[src/rtl/ro_freq_ctrl_pkg.sv]
// Shared definitions for the ring-oscillator frequency controller.
//  ro_state_e     : FSM encodings (IDLE=0, SETTLE=1, GATE=2, DONE=3)
//  RO_SYNC_DEPTH  : flops in the ro_in clock-domain synchronizer
//  max2()         : elaboration-time max, used to size the shared timer
`timescale 1ns/100ps
package ro_freq_ctrl_pkg;

  typedef enum logic [1:0] {
    IDLE   = 2'd0,
    SETTLE = 2'd1,
    GATE   = 2'd2,
    DONE   = 2'd3
  } ro_state_e;

  localparam int RO_SYNC_DEPTH = 2;

  function automatic int max2(input int a, input int b);
    return (a > b) ? a : b;
  endfunction

endpackage

[src/rtl/ro_sync_edge.sv]
// Synchronizer + rising-edge detector for the asynchronous ring tap.
//  clk        in  system clock
//  rst_n      in  async active-low reset
//  async_in   in  ring oscillator tap (asynchronous to clk)
//  rise_pulse out one-clk pulse per synced rising edge (3 clk after the edge)
// The chain is never cleared by FSM state so edges straddling window
// boundaries are attributed by detection time.
`timescale 1ns/100ps
module ro_sync_edge
  import ro_freq_ctrl_pkg::*;
(
  input  logic clk,
  input  logic rst_n,
  input  logic async_in,
  output logic rise_pulse
);

  logic [RO_SYNC_DEPTH-1:0] sync;
  logic                     prev;

  always_ff @(posedge clk or negedge rst_n) begin
    if (!rst_n) begin
      sync <= '0;
      prev <= 1'b0;
    end else begin
      sync <= {sync[RO_SYNC_DEPTH-2:0], async_in};
      prev <= sync[RO_SYNC_DEPTH-1];
    end
  end

  assign rise_pulse = sync[RO_SYNC_DEPTH-1] & ~prev;

endmodule

[src/rtl/ro_freq_ctrl.sv]
// Ring oscillator sequencer and frequency counter.
// Enables the ring, lets it settle, counts synced rising edges over a
// fixed gate window, parks the ring and holds the result until acked.
//  clk, rst_n      clock / async active-low reset
//  start           request a measurement (honoured in IDLE only)
//  ro_in           ring tap (async)
//  ro_en           ring enable, high in SETTLE and GATE
//  busy            high in SETTLE, GATE, DONE
//  cnt_valid       result valid, held until cnt_ack
//  cnt_data        edge count of last window
//  cnt_ack         consumer accepts result (honoured in DONE only)
//  ovf             count exceeded 2**CNT_W-1 in last window
// Build option RO_SAT_EN: saturate the count instead of wrapping.
`timescale 1ns/100ps
module ro_freq_ctrl
  import ro_freq_ctrl_pkg::*;
#(
  parameter int CNT_W         = 16,
  parameter int GATE_CYCLES   = 1000,
  parameter int SETTLE_CYCLES = 16
) (
  input  logic             clk,
  input  logic             rst_n,
  input  logic             start,
  input  logic             ro_in,
  output logic             ro_en,
  output logic             busy,
  output logic             cnt_valid,
  output logic [CNT_W-1:0] cnt_data,
  input  logic             cnt_ack,
  output logic             ovf
);

  localparam int TW = $clog2(max2(GATE_CYCLES, SETTLE_CYCLES) + 1);

  ro_state_e     state, state_n;
  logic [TW-1:0] timer, timer_n;
  // MSB is a sticky overflow flag; low CNT_W bits are the edge count.
  logic [CNT_W:0] cnt, cnt_n, cnt_inc;
  logic           pulse;

  ro_sync_edge u_sync (
    .clk        (clk),
    .rst_n      (rst_n),
    .async_in   (ro_in),
    .rise_pulse (pulse)
  );

  always_comb begin
    state_n = state;
    timer_n = timer;
    case (state)
      IDLE: if (start) begin
        state_n = SETTLE;
        timer_n = TW'(SETTLE_CYCLES - 1);
      end
      SETTLE: if (timer == '0) begin
        state_n = GATE;
        timer_n = TW'(GATE_CYCLES - 1);
      end else begin
        timer_n = timer - 1'b1;
      end
      GATE: if (timer == '0) state_n = DONE;
            else             timer_n = timer - 1'b1;
      DONE: if (cnt_ack) state_n = IDLE;
      default: state_n = IDLE;
    endcase
  end

  // Next count includes a pulse on the final GATE cycle, so the value
  // latched into cnt_data covers exactly GATE_CYCLES detection slots.
  always_comb begin
    cnt_inc = {1'b0, cnt[CNT_W-1:0]} + {{CNT_W{1'b0}}, 1'b1};
    cnt_n   = cnt;
    if (state == SETTLE) begin
      cnt_n = '0;
    end else if (state == GATE && pulse) begin
`ifdef RO_SAT_EN
      if (&cnt[CNT_W-1:0]) cnt_n = {1'b1, cnt[CNT_W-1:0]};
      else                 cnt_n = {cnt[CNT_W], cnt_inc[CNT_W-1:0]};
`else
      cnt_n = {cnt[CNT_W] | cnt_inc[CNT_W], cnt_inc[CNT_W-1:0]};
`endif
    end
  end

  always_ff @(posedge clk or negedge rst_n) begin
    if (!rst_n) begin
      state     <= IDLE;
      timer     <= '0;
      cnt       <= '0;
      ro_en     <= 1'b0;
      busy      <= 1'b0;
      cnt_valid <= 1'b0;
      cnt_data  <= '0;
      ovf       <= 1'b0;
    end else begin
      state     <= state_n;
      timer     <= timer_n;
      cnt       <= cnt_n;
      ro_en     <= (state_n == SETTLE) || (state_n == GATE);
      busy      <= (state_n != IDLE);
      cnt_valid <= (state_n == DONE);
      if (state == GATE && state_n == DONE) begin
        cnt_data <= cnt_n[CNT_W-1:0];
        ovf      <= cnt_n[CNT_W];
      end
    end
  end

endmodule

[config.mk]
export PLATFORM = sky130hd
export DESIGN_NAME = ro_freq_ctrl
export DESIGN_NICKNAME = d
export VERILOG_FILES = /design/src/rtl/ro_freq_ctrl_pkg.sv /design/src/rtl/ro_sync_edge.sv /design/src/rtl/ro_freq_ctrl.sv
export SDC_FILE = /design/constraint.sdc
export NUM_CORES = 1
export LEC_CHECK = 0
export ABC_AREA = 0
export ABC_CLOCK_PERIOD_IN_PS = 3300
export BUFFER_PORTS_ARGS = -buffer_cell sky130_fd_sc_hd__buf_2
export CORE_MARGIN = 2
export CORE_UTILIZATION = 45
export CTS_BUF_LIST = sky130_fd_sc_hd__clkbuf_8 sky130_fd_sc_hd__clkbuf_16
export CTS_CLUSTER_DIAMETER = 200
export DETAILED_ROUTE_END_ITERATION = 12
export PLACE_DENSITY = 0.63
export SKIP_CTS_REPAIR_TIMING = 1
export SYNTH_ARGS = -nofsm -noshare
export SYNTH_HDL_FRONTEND = slang
export SYNTH_HIERARCHICAL = 1
export SYNTH_SLANG_ARGS = --single-unit
[constraint.sdc]
create_clock -name clk -period 3.3 [get_ports clk]
set_input_delay 0.825 -clock clk [delete_from_list [all_inputs] [get_ports clk]]
set_output_delay 0.825 -clock clk [all_outputs]
set_load 0.05 [all_outputs]
After elaboration in Yosys (flattened, before gate mapping)

Cells that the tools add are included.

Multiplexer cells: 11
Bitwise gates (word level): 3
Add/subtract/negate cells: 2
Equal/unequal tests: 8
Reduce and logical (&&, ||, !) cells: 8

Operator list:

| kind                                                                  | number |
|---|---|
| 17-bit 2-to-1 mux                                                     | 2 |
| 10-bit 2-to-1 mux                                                     | 3 |
| 10-bit one-hot mux with 3 select lines                                | 1 |
| 16-bit by 1-bit adder with 17-bit output (second input constant)      | 1 |
| 10-bit logical NOT                                                    | 1 |
| 10-bit by 1-bit subtractor with 10-bit output (second input constant) | 1 |
| 2-bit == test (second input constant)                                 | 4 |
| 2-bit 2-to-1 mux                                                      | 4 |
| 2-bit one-hot mux with 4 select lines                                 | 1 |
| 2-bit by 1-bit == test with 1-bit output (second input constant)      | 2 |
| 2-bit inequality test (second input constant)                         | 2 |
| 3-bit AND reduction                                                   | 1 |
| 3-bit nonzero test                                                    | 1 |
| 1-bit logical AND                                                     | 2 |
| 2-bit logical NOT                                                     | 1 |
| 2-bit nonzero test                                                    | 1 |
| 1-bit bitwise AND                                                     | 1 |
| 1-bit logical OR                                                      | 1 |
| 1-bit inverter                                                        | 1 |
| 1-bit bitwise OR                                                      | 1 |

Output and inout port bits: 20
Flip-flop bits (word level): 52
Input bits: 5
Logic and storage cells: 42

Logic depth before layout (Yosys ltp)

Gate-level depths: netlist of run 1.

Depth after elaboration: 5
Mapped depth: 11

By module

The synthesis of run 1 kept the hierarchy.

By module, submodules not included:

| module       | area each (µm²) | cells an instance | sequential area each (µm²) | times used |
|---|---|---|---|---|
| ro_freq_ctrl | 2521.2          | 253               | 1226.2                     | 1 |
| ro_sync_edge | 88.8            | 4                 | 75.1                       | 1 |

Worst setup path after synthesis of run 1

No wires, ideal clock.

Path kind: register to register
Start point: reg timer[0]
End point: reg cnt_data[8]
Stages on the path, launching flop included: 11
Setup time: 0.125 ns
Period minus slack after synthesis: 2.872 ns
Arrival time: 2.748 ns
Path slack: 0.428 ns
Buffers on the path: 1
Cell sequence: dfrtp_1 -> inv_1 -> ha_1 -> or4b_1 -> o31a_1 -> o21ai_1 -> o311ai_0 -> ha_1 -> nand2_1 -> clkbuf_1 -> mux2_2

Longest elaborated chain between the ends: 5
Elaborated cells between the ends (all ways): 6
Those cells by class: eq/ne (1); mux (3); reduce/logical (2)

RTL lines:

| item                                      | RTL line                               | RTL |
|---|---|---|
| start, declared                           | ro_freq_ctrl.sv:37                     | `logic [TW-1:0] timer, timer_n;` |
| start signal, assigned                    | ro_freq_ctrl.sv:99                     | `timer <= timer_n;` |
| 10-bit logical NOT (*)                    | ro_freq_ctrl.sv:57, ro_freq_ctrl.sv:63 |  |
| 2-bit 2-to-1 mux (on tied branches)       | ro_freq_ctrl.sv:63, ro_freq_ctrl.sv:57 |  |
| 2-bit one-hot mux with 4 select lines (*) | ro_freq_ctrl.sv:52                     | `case (state)` |
| via state_n[0]                            | ro_freq_ctrl.sv:36                     | `ro_state_e state, state_n;` |
| 2-bit == test (*)                         | ro_freq_ctrl.sv:104                    | `if (state == GATE && state_n == DONE) begin` |
| 1-bit logical AND (*)                     | ro_freq_ctrl.sv:104                    |  |
| end signal, assigned                      | ro_freq_ctrl.sv:105                    | `cnt_data <= cnt_n[CNT_W-1:0];` |
| end, declared                             | ro_freq_ctrl.sv:29                     | `output logic [CNT_W-1:0] cnt_data,` |

Mark *: on every way through the listed nets, which the timed path passes. The rest lies on a longest branch.
A chain may end at the register's enable or synchronous reset.

Worst setup path in the final report of run 1

Start point: reg timer[0]
End point: reg cnt_data[13]

The elaborated chain is that of the path after synthesis.

==> results.toml, run 1 <==
[synthesis]
postSynthCellCount = 257
seq_area_frac_synth_pct = 49.9
synth_top_flop_cell = "dfrtp_1"
synth.yosys.warnings = 6
synth_edf_count = 0
synth_cell_types = 55
yosys.area.top_type_share_pct = 49.9
avgSynthCellArea_sq_um = 10.2
yosys.area.top_type = "dfrtp_1"
synth_area_sq_um = 2610
synthArstFlopShare_pct = 100
synth-seq-cells = 52
synthesis.nets = 272
yosys-top-cells-area = "dfrtp_1, ha_1, nand2_1"

[place]
port_buffers = 24
place_area_sq_um = 2850
hpwl_um = 3790
place_congestion = 0.800

[clocking]
cts_made_buffers = 5
cts_tree = "done"
htreeDepth = 2
cts.sink_count = 52
cts-root-buf = "clkbuf_8"
clkSlewWorstSetupHoldPaths_ns = 0.09
cts_buffer_depth = 2
clk_latency_ns = 0.30

[sta]
rsz0062_at_grt = "false"
hold-worst-slack_ns = 0.353
setup_viol = 0
relSlewSlack_pct = 27.8
setup-tns-final_ns = 0
drv_slew = 0
timing.final.hold_violations = 0
fin_crit_ns = 2.90
fin_crit_sh_pct = 87.9
clock.fmax_ghz = 0.345
worst_slew_pin_slew_ns = 1.07
fin_worst_skew_ns = 0.00980

[pwr]
p_leak_nw = 1.32
max-vdd-ir-drop_v = 0.000326
total_power_mw = 1.86
p_per_area_nw_per_um2 = 631

[drt]
viasPerCell = 5.70
avgRoutedWirePerCell_um = 14.5
ant_nets = 0
drt-total-wl_um = 5240
via_count = 2063
drc = 0
firstDrtPassIters = 4
drtIter0Drc = 153

[floorplan]
io_pins = 25
fp.dieH_um = 80.2
dieArea_sq_um = 6420
die_w_um = 80.2
core-area_sq_um = 5540
num_rows = 27
start_util_pct = 47.1

[global_routing]
grt_pass1_vias = 1938
antenna_found_initial = 0
grt_max_degree = 39
grt-ovfl-total = 0
track_usage_pct = 18.4
grt_pass1_wl_um = 9260

[critical_path]
cp_data_arrival_time_ns = 3.09
critPathKind = "reg2reg"
endpoint_kind = "register"
startpoint_type = "register"
critPathRequiredTime_ns = 3.49
path_max_fanout = 9

[status]
status = "finished, final reports clean"

[finish]
drive_above_1_share_pct = 17.6
design_area_sq_um = 2940
insertedDiodeCount = 0
num-nets-final = 304
fin_util_pct = 53.1
area_delta_synth_final_pct = 12.8

[min_path]
hp-class = "reg2reg"

[job]
maxCapViolations = 0
metal layers:
metal,vias up,GRT usage (%),share of wire (%),routed length (um)
met4,0,5.59,0.52,27
li1,1014,-,-,-
met1,1010,26.4,50,2640
met3,2,3.37,3.5,183
met2,37,28.2,46,2380
met5,-,0,0,0
per-stage QoR:
| stage | instances | setup WS, ns |
|---|---|---|
| floorplan | 257 | 0.428 |
| CTS | 362 | 0.373 |
| global placement | 354 | 0.457 |
| detailed placement | 354 | 0.403 |
| global route | 362 | 0.192 |
| finish | 362 | 0.398 |
logic make-up (layout without fill, tap and decap cells):
kind of cell / count (synthesis) / in the layout / share of synthesized area [%]
AND/OR/NAND/NOR: 95 / 95 / 19.8
AO/OA/AOI/OAI: 67 / 67 / 17.7
flip-flops: 52 / 52 / 49.9
buffers and inverters: 19 / 52 / 2.78
XOR/XNOR: 11 / 11 / 3.69
adder cells (fa/ha/maj): 10 / 10 / 4.79
multiplexers: 3 / 3 / 1.29
state kept, by name (all words and copies together), names as in the netlist:
signal and cells:
cnt_valid 1, state 2, ro_en 1, timer 10
cnt 17, u_sync/sync 2, busy 1, cnt_data 16
u_sync/prev 1, ovf 1
cells in the final DEF (no fill, tap or decap), types with 2 or more instances in the layout:
cell type / count
or3_1: 3
nor4_1: 5
clkbuf_8: 6
nor3_1: 9
a31oi_1: 5
or4_1: 2
o22a_1: 2
and3_1: 2
nand2_1: 27
or2_2: 2
a41oi_1: 2
o2bb2ai_1: 2
nor2b_1: 2
nand4_1: 5
o21a_1: 2
o21ai_1: 3
a211oi_1: 2
o21ai_0: 14
nor2_1: 19
nand3_1: 7
mux2_2: 3
dfrtp_1: 52
buf_4: 8
or2_0: 2
buf_2: 24
a22o_1: 2
o211ai_1: 3
xnor2_1: 9
o311ai_0: 2
ha_1: 10
a21oi_1: 9
o31ai_1: 8
inv_1: 14
xor2_1: 2
cell type report:
type	count	area [sq um]
sequential	52	1300
clock inverter	2	7.51
timing repair buffer	32	180
multi-input combinational	186	1240
fill	515	2600
inverter	12	45.0
tap	72	90.1
clock buffer	6	82.6
path summary, 6_finish.rpt:
path / from / endpoint / slack, ns / depth (start not counted)
setup reg to reg: timer[0] / cnt_data[13] / 0.40 / 12
setup / recovery: timer[0] / cnt_data[13] / 0.40 / 12
max in group asynchronous: rst_n / timer[4] / 2.09 / 2
hold / removal: u_sync/sync[0] / u_sync/sync[1] / 0.35 / 0
hold reg to reg: u_sync/sync[0] / u_sync/sync[1] / 0.35 / 0
min in group asynchronous: rst_n / cnt_data[11] / 0.41 / 1
synthesized netlist by cell type, types with 2 or more instances:
cell type   n
nand3_1     7
dfrtp_1    52
or3_1       3
xor2_1      2
mux2_2      3
a31oi_1     5
a22o_1      2
o21ai_1     3
or2_0       2
o211ai_1    3
nor2_1     19
a211oi_1    2
or2_2       2
o311ai_0    2
a41oi_1     2
xnor2_1     9
or4_1       2
o2bb2ai_1   2
nor3_1      9
o21ai_0    14
o21a_1      2
nor4_1      5
o22a_1      2
a21oi_1     9
and3_1      2
ha_1       10
o31ai_1     8
nand4_1     5
clkbuf_1    5
nor2b_1     2
inv_1      12
nand2_1    27
critical path: stages, from the launching register on:
cell	delay, ns
dfrtp_1	0.41
inv_1	0.09
ha_1	0.15
or4b_1	0.50
o31a_1	0.27
o21ai_1	0.17
o311ai_0	0.20
ha_1	0.26
nand2_1	0.14
buf_4	0.18
nor3b_1	0.06
o21a_1	0.11
a221o_1	0.25
report_power, final:
group | total, mW | internal, mW | switching (mW) | leakage (nW)
registers | 0.781 | 0.703 | 0.0779 | 0.700
logic | 0.716 | 0.256 | 0.460 | 0.562
clock network | 0.359 | 0.165 | 0.194 | 0.0538
total | 1.86 | 1.12 | 0.732 | 1.32
(Power assumes the default switching activity.)
==> run 2: changes to the inputs <==
--- a/config.mk
+++ b/config.mk
@@ -14,6 +14,7 @@
 export CTS_CLUSTER_DIAMETER = 200
 export DETAILED_ROUTE_END_ITERATION = 12
 export PLACE_DENSITY = 0.63
+export REMOVE_ABC_BUFFERS = 1
 export SKIP_CTS_REPAIR_TIMING = 1
 export SYNTH_ARGS = -nofsm -noshare
 export SYNTH_HDL_FRONTEND = slang
==> run 2 against run 1 <==
Register-to-register slack lost 0.16 ns. Clock skew grew 0.00064 ns. Die area is the same. Utilization is essentially flat. Critical path depth shrank 2. First-iteration DRC count shrank 23%. Clock-buffer cell count shrank 1. Total power grew 0.85%. Flip-flop and latch count is the same. Non-clock buffer count is the same. Critical endpoint is now cnt_data[3]. Largest power group unchanged.
==> results.toml, run 2 (synthesis gave the netlist of run 1 again) <==
[status]
status = "finished, final reports clean"

[sta]
rsz0062_at_grt = "false"
setup-tns-final_ns = 0
clock.fmax_ghz = 0.327
setup_viol = 0
timing.final.hold_violations = 0
drv_slew = 0
relSlewSlack_pct = 36.1
fin_worst_skew_ns = 0.0104
fin_crit_sh_pct = 92.6
worst_slew_pin_slew_ns = 0.945
fin_crit_ns = 3.06

[floorplan]
io_pins = 25
core-area_sq_um = 5540
die_w_um = 80.2
fp.dieH_um = 80.2
num_rows = 27
dieArea_sq_um = 6420
start_util_pct = 47.1

[critical_path]
cp_slowest_stage_delay_ns = 0.51
critPathKind = "reg2reg"
crit_slowest_cell = "or4b_1"
endpoint_kind = "register"
path_cells = "inv_1 -> ha_1 -> or4b_1 -> o31a_1 -> o21ai_1 -> o311ai_0 -> ha_1 -> nand2_1 -> buf_4 -> mux2_2"
critPathRequiredTime_ns = 3.50
path_buf_inv = 2
cp_data_arrival_time_ns = 3.25
cpLargestDelayFamily = "simple AND/OR/NAND/NOR gates"
path_max_fanout = 10
startpoint_type = "register"
crit_top_cell = "ha_1"

[finish]
reg_top3 = "cnt (17), cnt_data (16), timer (10)"
insertedDiodeCount = 0
largest_reg_flops = 17
final_common_cell = "dfrtp_1"
num-nets-final = 304
area_delta_synth_final_pct = 12.7
top_register = "cnt"
nFillCells = 524
drive_above_1_share_pct = 17.9
final_cell_mix = "dfrtp_1, nand2_1, buf_2"

[global_routing]
antenna_found_initial = 0
grt_pass1_wl_um = 9710
grt_max_degree = 53
grt-ovfl-total = 0
track_usage_pct = 19.3
grt_pass1_vias = 2062

[pwr]
total_power_mw = 1.87
p_leak_nw = 1.31
p_per_area_nw_per_um2 = 636
max-vdd-ir-drop_v = 0.000578

[drt]
drtIter0Drc = 118
drt-total-wl_um = 5370
ant_nets = 0
avgRoutedWirePerCell_um = 14.8
via_count = 2047
drc = 0
viasPerCell = 5.65
firstDrtPassIters = 4

[clocking]
htreeDepth = 2
cts-root-buf = "clkbuf_8"
cts_tree = "done"
clkSlewWorstSetupHoldPaths_ns = 0.10
cts.sink_count = 52
cts_made_buffers = 5
cts_buffer_depth = 2
clk_latency_ns = 0.31

[job]
maxCapViolations = 0

[place]
hpwl_um = 3720
place_congestion = 0.869
port_buffers = 24

[min_path]
hp-class = "reg2reg"
==> run 2: power breakdown <==
| group | switching, mW | leakage [nW] | internal, mW |
|---|---|---|---|
| Combinational | 0.467 | 0.561 | 0.264 |
| Sequential | 0.0805 | 0.700 | 0.703 |
| Clock | 0.209 | 0.0455 | 0.148 |
==> run 2: path summary, 6_finish.rpt <==
path	slack, ns	startpoint	end	cells after the start
max	0.24	timer[0]	cnt_data[3]	10
min	0.36	u_sync/sync[0]	u_sync/sync[1]	0
max reg2reg	0.24	timer[0]	cnt_data[3]	10
min reg2reg	0.36	u_sync/sync[0]	u_sync/sync[1]	0
max in group asynchronous	2.25	rst_n	timer[9]	2
min in group asynchronous	0.61	rst_n	cnt_data[11]	2
==> run 2: through the flow <==
stage                     instance area (sq um)  hold slack [ns]  worst slack [ns]  instances  util [%]
after floorplan                            2580            0.331             0.202        250         -
after global placement                     2850            0.338             0.376        354      51.5
after detailed placement                   2850            0.341             0.296        354      51.5
after CTS                                  2940            0.363             0.249        362      53.1
after global routing                       2940            0.367             0.106        362      53.1
final                                      2940            0.357             0.243        362      53.1
==> run 2: layer usage <==
| layer | track usage, % | wire [um] | up-vias |
|---|---|---|---|
| met3 | 3.71 | 142 | 4 |
| met5 | 0 | 0 | - |
| li1 | - | - | 1015 |
| met2 | 28.9 | 2410 | 32 |
| met1 | 28.0 | 2770 | 996 |
| met4 | 6.27 | 38 | 0 |
==> run 2: worst register-to-register path, stage by stage, from the launching register on <==
cell and delay (ns):
dfrtp_1 0.43, inv_1 0.10, ha_1 0.16, or4b_1 0.51
o31a_1 0.29, o21ai_1 0.18, o311ai_0 0.19, ha_1 0.26
nand2_1 0.29, buf_4 0.23, mux2_2 0.33
==> run 2: final cells by class <==
class	instances	area, sq um	area share (%)
multi-input combinational	186	1240	42.0
clock inverter	3	20.0	0.681
inverter	12	45.0	1.53
clock buffer	5	68.8	2.34
sequential	52	1300	44.2
timing repair buffer	32	180	6.13
tap	72	90.1	3.06
==> run 3: changes to the inputs <==
--- a/config.mk
+++ b/config.mk
@@ -7,7 +7,7 @@
 export LEC_CHECK = 0
 export ABC_AREA = 0
 export ABC_CLOCK_PERIOD_IN_PS = 3300
-export BUFFER_PORTS_ARGS = -buffer_cell sky130_fd_sc_hd__buf_2
+export BUFFER_PORTS_ARGS = -buffer_cell sky130_fd_sc_hd__buf_4
 export CORE_MARGIN = 2
 export CORE_UTILIZATION = 45
 export CTS_BUF_LIST = sky130_fd_sc_hd__clkbuf_8 sky130_fd_sc_hd__clkbuf_16
==> run 3 against run 2 <==
Clock skew up 0.00076 ns. Worst setup slack gained 0.053 ns. Non-clock buffer count is 1 lower. Cell area rose by 1.8%. Via count barely moved. Sequential share of layout area decreased by 0.78 points. Register-to-register slack better by 0.05 ns. Worst hold slack gained 0.0077 ns. Global-route usage is 0.82 points lower. Sequential power barely moved. Combinational power about the same. Flip-flop and latch count is the same. Largest power group unchanged.
==> results.toml, run 3 (synthesis gave the netlist of run 1 again) <==
[drt]
drc = 0
drtIter0Drc = 130
avgRoutedWirePerCell_um = 14.5
ant_nets = 0
drt-total-wl_um = 5230
via_count = 2046
viasPerCell = 5.67
firstDrtPassIters = 4

[job]
maxCapViolations = 0

[clocking]
cts-root-buf = "clkbuf_8"
cts_buffer_depth = 2
cts_made_buffers = 5
cts.sink_count = 52
cts_tree = "done"
htreeDepth = 2
clkSlewWorstSetupHoldPaths_ns = 0.09
clk_latency_ns = 0.31

[finish]
design_area_sq_um = 2990
largest_reg_flops = 17
reg_top3 = "cnt (17), cnt_data (16), timer (10)"
final_common_cell = "dfrtp_1"
area_delta_synth_final_pct = 14.7
insertedDiodeCount = 0
top_register = "cnt"
final_cell_mix = "dfrtp_1, buf_4, nand2_1"
multi_input_area_sq_um = 1240
nFillCells = 500
regArea_sq_um = 1300
num-nets-final = 303
drive_above_1_share_pct = 17.6

[pwr]
p_int_mw = 1.12
p_leak_nw = 1.30
p_per_area_nw_per_um2 = 625
total_power_mw = 1.87
power.switching_mw = 0.748
netSwitchingFraction_pct = 40.0
max-vdd-ir-drop_v = 0.000546
clkPwrFrac_pct = 19.2
combPwrFrac_pct = 39.0
p_seq_share_pct = 41.8

[place]
place_area_sq_um = 2910
hpwl_um = 3680
dp_slack_ns = 0.284
port_buffers = 24
place_congestion = 0.849

[critical_path]
rrSetupSlack_ns = 0.30
critPathRequiredTime_ns = 3.50
cp_data_arrival_time_ns = 3.20
endpoint_kind = "register"
startpoint_type = "register"
path_max_fanout = 12
rr_endpoint = "cnt_data[15]"
reg2reg_depth = 11
critPathKind = "reg2reg"
r2r-start = "timer[0]"

[floorplan]
start_util_pct = 47.1
core-area_sq_um = 5540
dieArea_sq_um = 6420
die_w_um = 80.2
io_pins = 25
fp.dieH_um = 80.2
num_rows = 27

[global_routing]
grt_max_degree = 53
grt-ovfl-total = 0
grt_pass1_vias = 1963
track_usage_pct = 18.4
grt_pass1_wl_um = 9270
antenna_found_initial = 0

[sta]
rsz0062_at_grt = "false"
fin_crit_ns = 3.00
worst_slew_pin_slew_ns = 0.868
timing.final.hold_violations = 0
clock.fmax_ghz = 0.333
setup_viol = 0
relSlewSlack_pct = 41.3
fin_worst_skew_ns = 0.0112
setup_slack_ns = 0.296
hold-worst-slack_ns = 0.365
fin_crit_sh_pct = 91.0
drv_slew = 0
setup-tns-final_ns = 0

[status]
status = "finished, final reports clean"

[min_path]
hold_end = "u_sync/sync[1]"
hp-class = "reg2reg"
hold_depth = 0
hold_path.startpoint = "u_sync/sync[0]"
==> run 3: power groups by stage <==
stage	Combinational (mW)	Clock, mW	Sequential (mW)
final	0.729	0.360	0.783
after global routing	0.827	0.397	0.792
after CTS	0.731	0.375	0.780
after detailed placement	0.730	0	0.792
after global placement	0.725	0	0.792
after floorplan	0.481	0	0.828
==> run 3: final cells by class <==
cell class / count / area share [%]
Clock inverter: 3 / 0.669
Timing Repair Buffer: 31 / 7.77
Clock buffer: 5 / 2.30
Multi-Input combinational cell: 186 / 41.3
Tap cell: 72 / 3.01
Inverter: 12 / 1.50
Sequential cell: 52 / 43.5
==> run 3: worst max path at each step <==
stage | from | end | slack (ns)
floorplan | state[1] | cnt_data[15] | 0.20
global placement | timer[0] | cnt_data[15] | 0.41
detailed placement | timer[0] | cnt_data[15] | 0.28
CTS | timer[0] | cnt_data[15] | 0.29
global route | timer[0] | ovf | 0.06
finish | timer[0] | cnt_data[15] | 0.30
==> run 3: stage by stage <==
| step | util, % | std cells |
|---|---|---|
| after floorplan | - | 250 |
| after global placement | 52.4 | 353 |
| after detailed placement | 52.4 | 353 |
| after CTS | 54.0 | 361 |
| after global routing | 54.0 | 361 |
| final | 54.0 | 361 |
==> run 3: critical path: stages (launching register included) <==
cell and delay (ns):
dfrtp_1 0.43, inv_1 0.09, ha_1 0.16, or4b_1 0.50, o31a_1 0.27, o21ai_1 0.15, o311ai_0 0.18, ha_1 0.26
nand2_1 0.35, nor3_1 0.07, and3_1 0.20, a211o_1 0.21
==> run 3: per-layer routing <==
metal,vias to the layer above,GRT usage [%],part of all wire [%]
li1,1012,-,-
met1,995,26.0,51
met2,33,28.7,44
met3,6,3.93,3.7
met4,0,5.08,1.2
met5,-,0,0
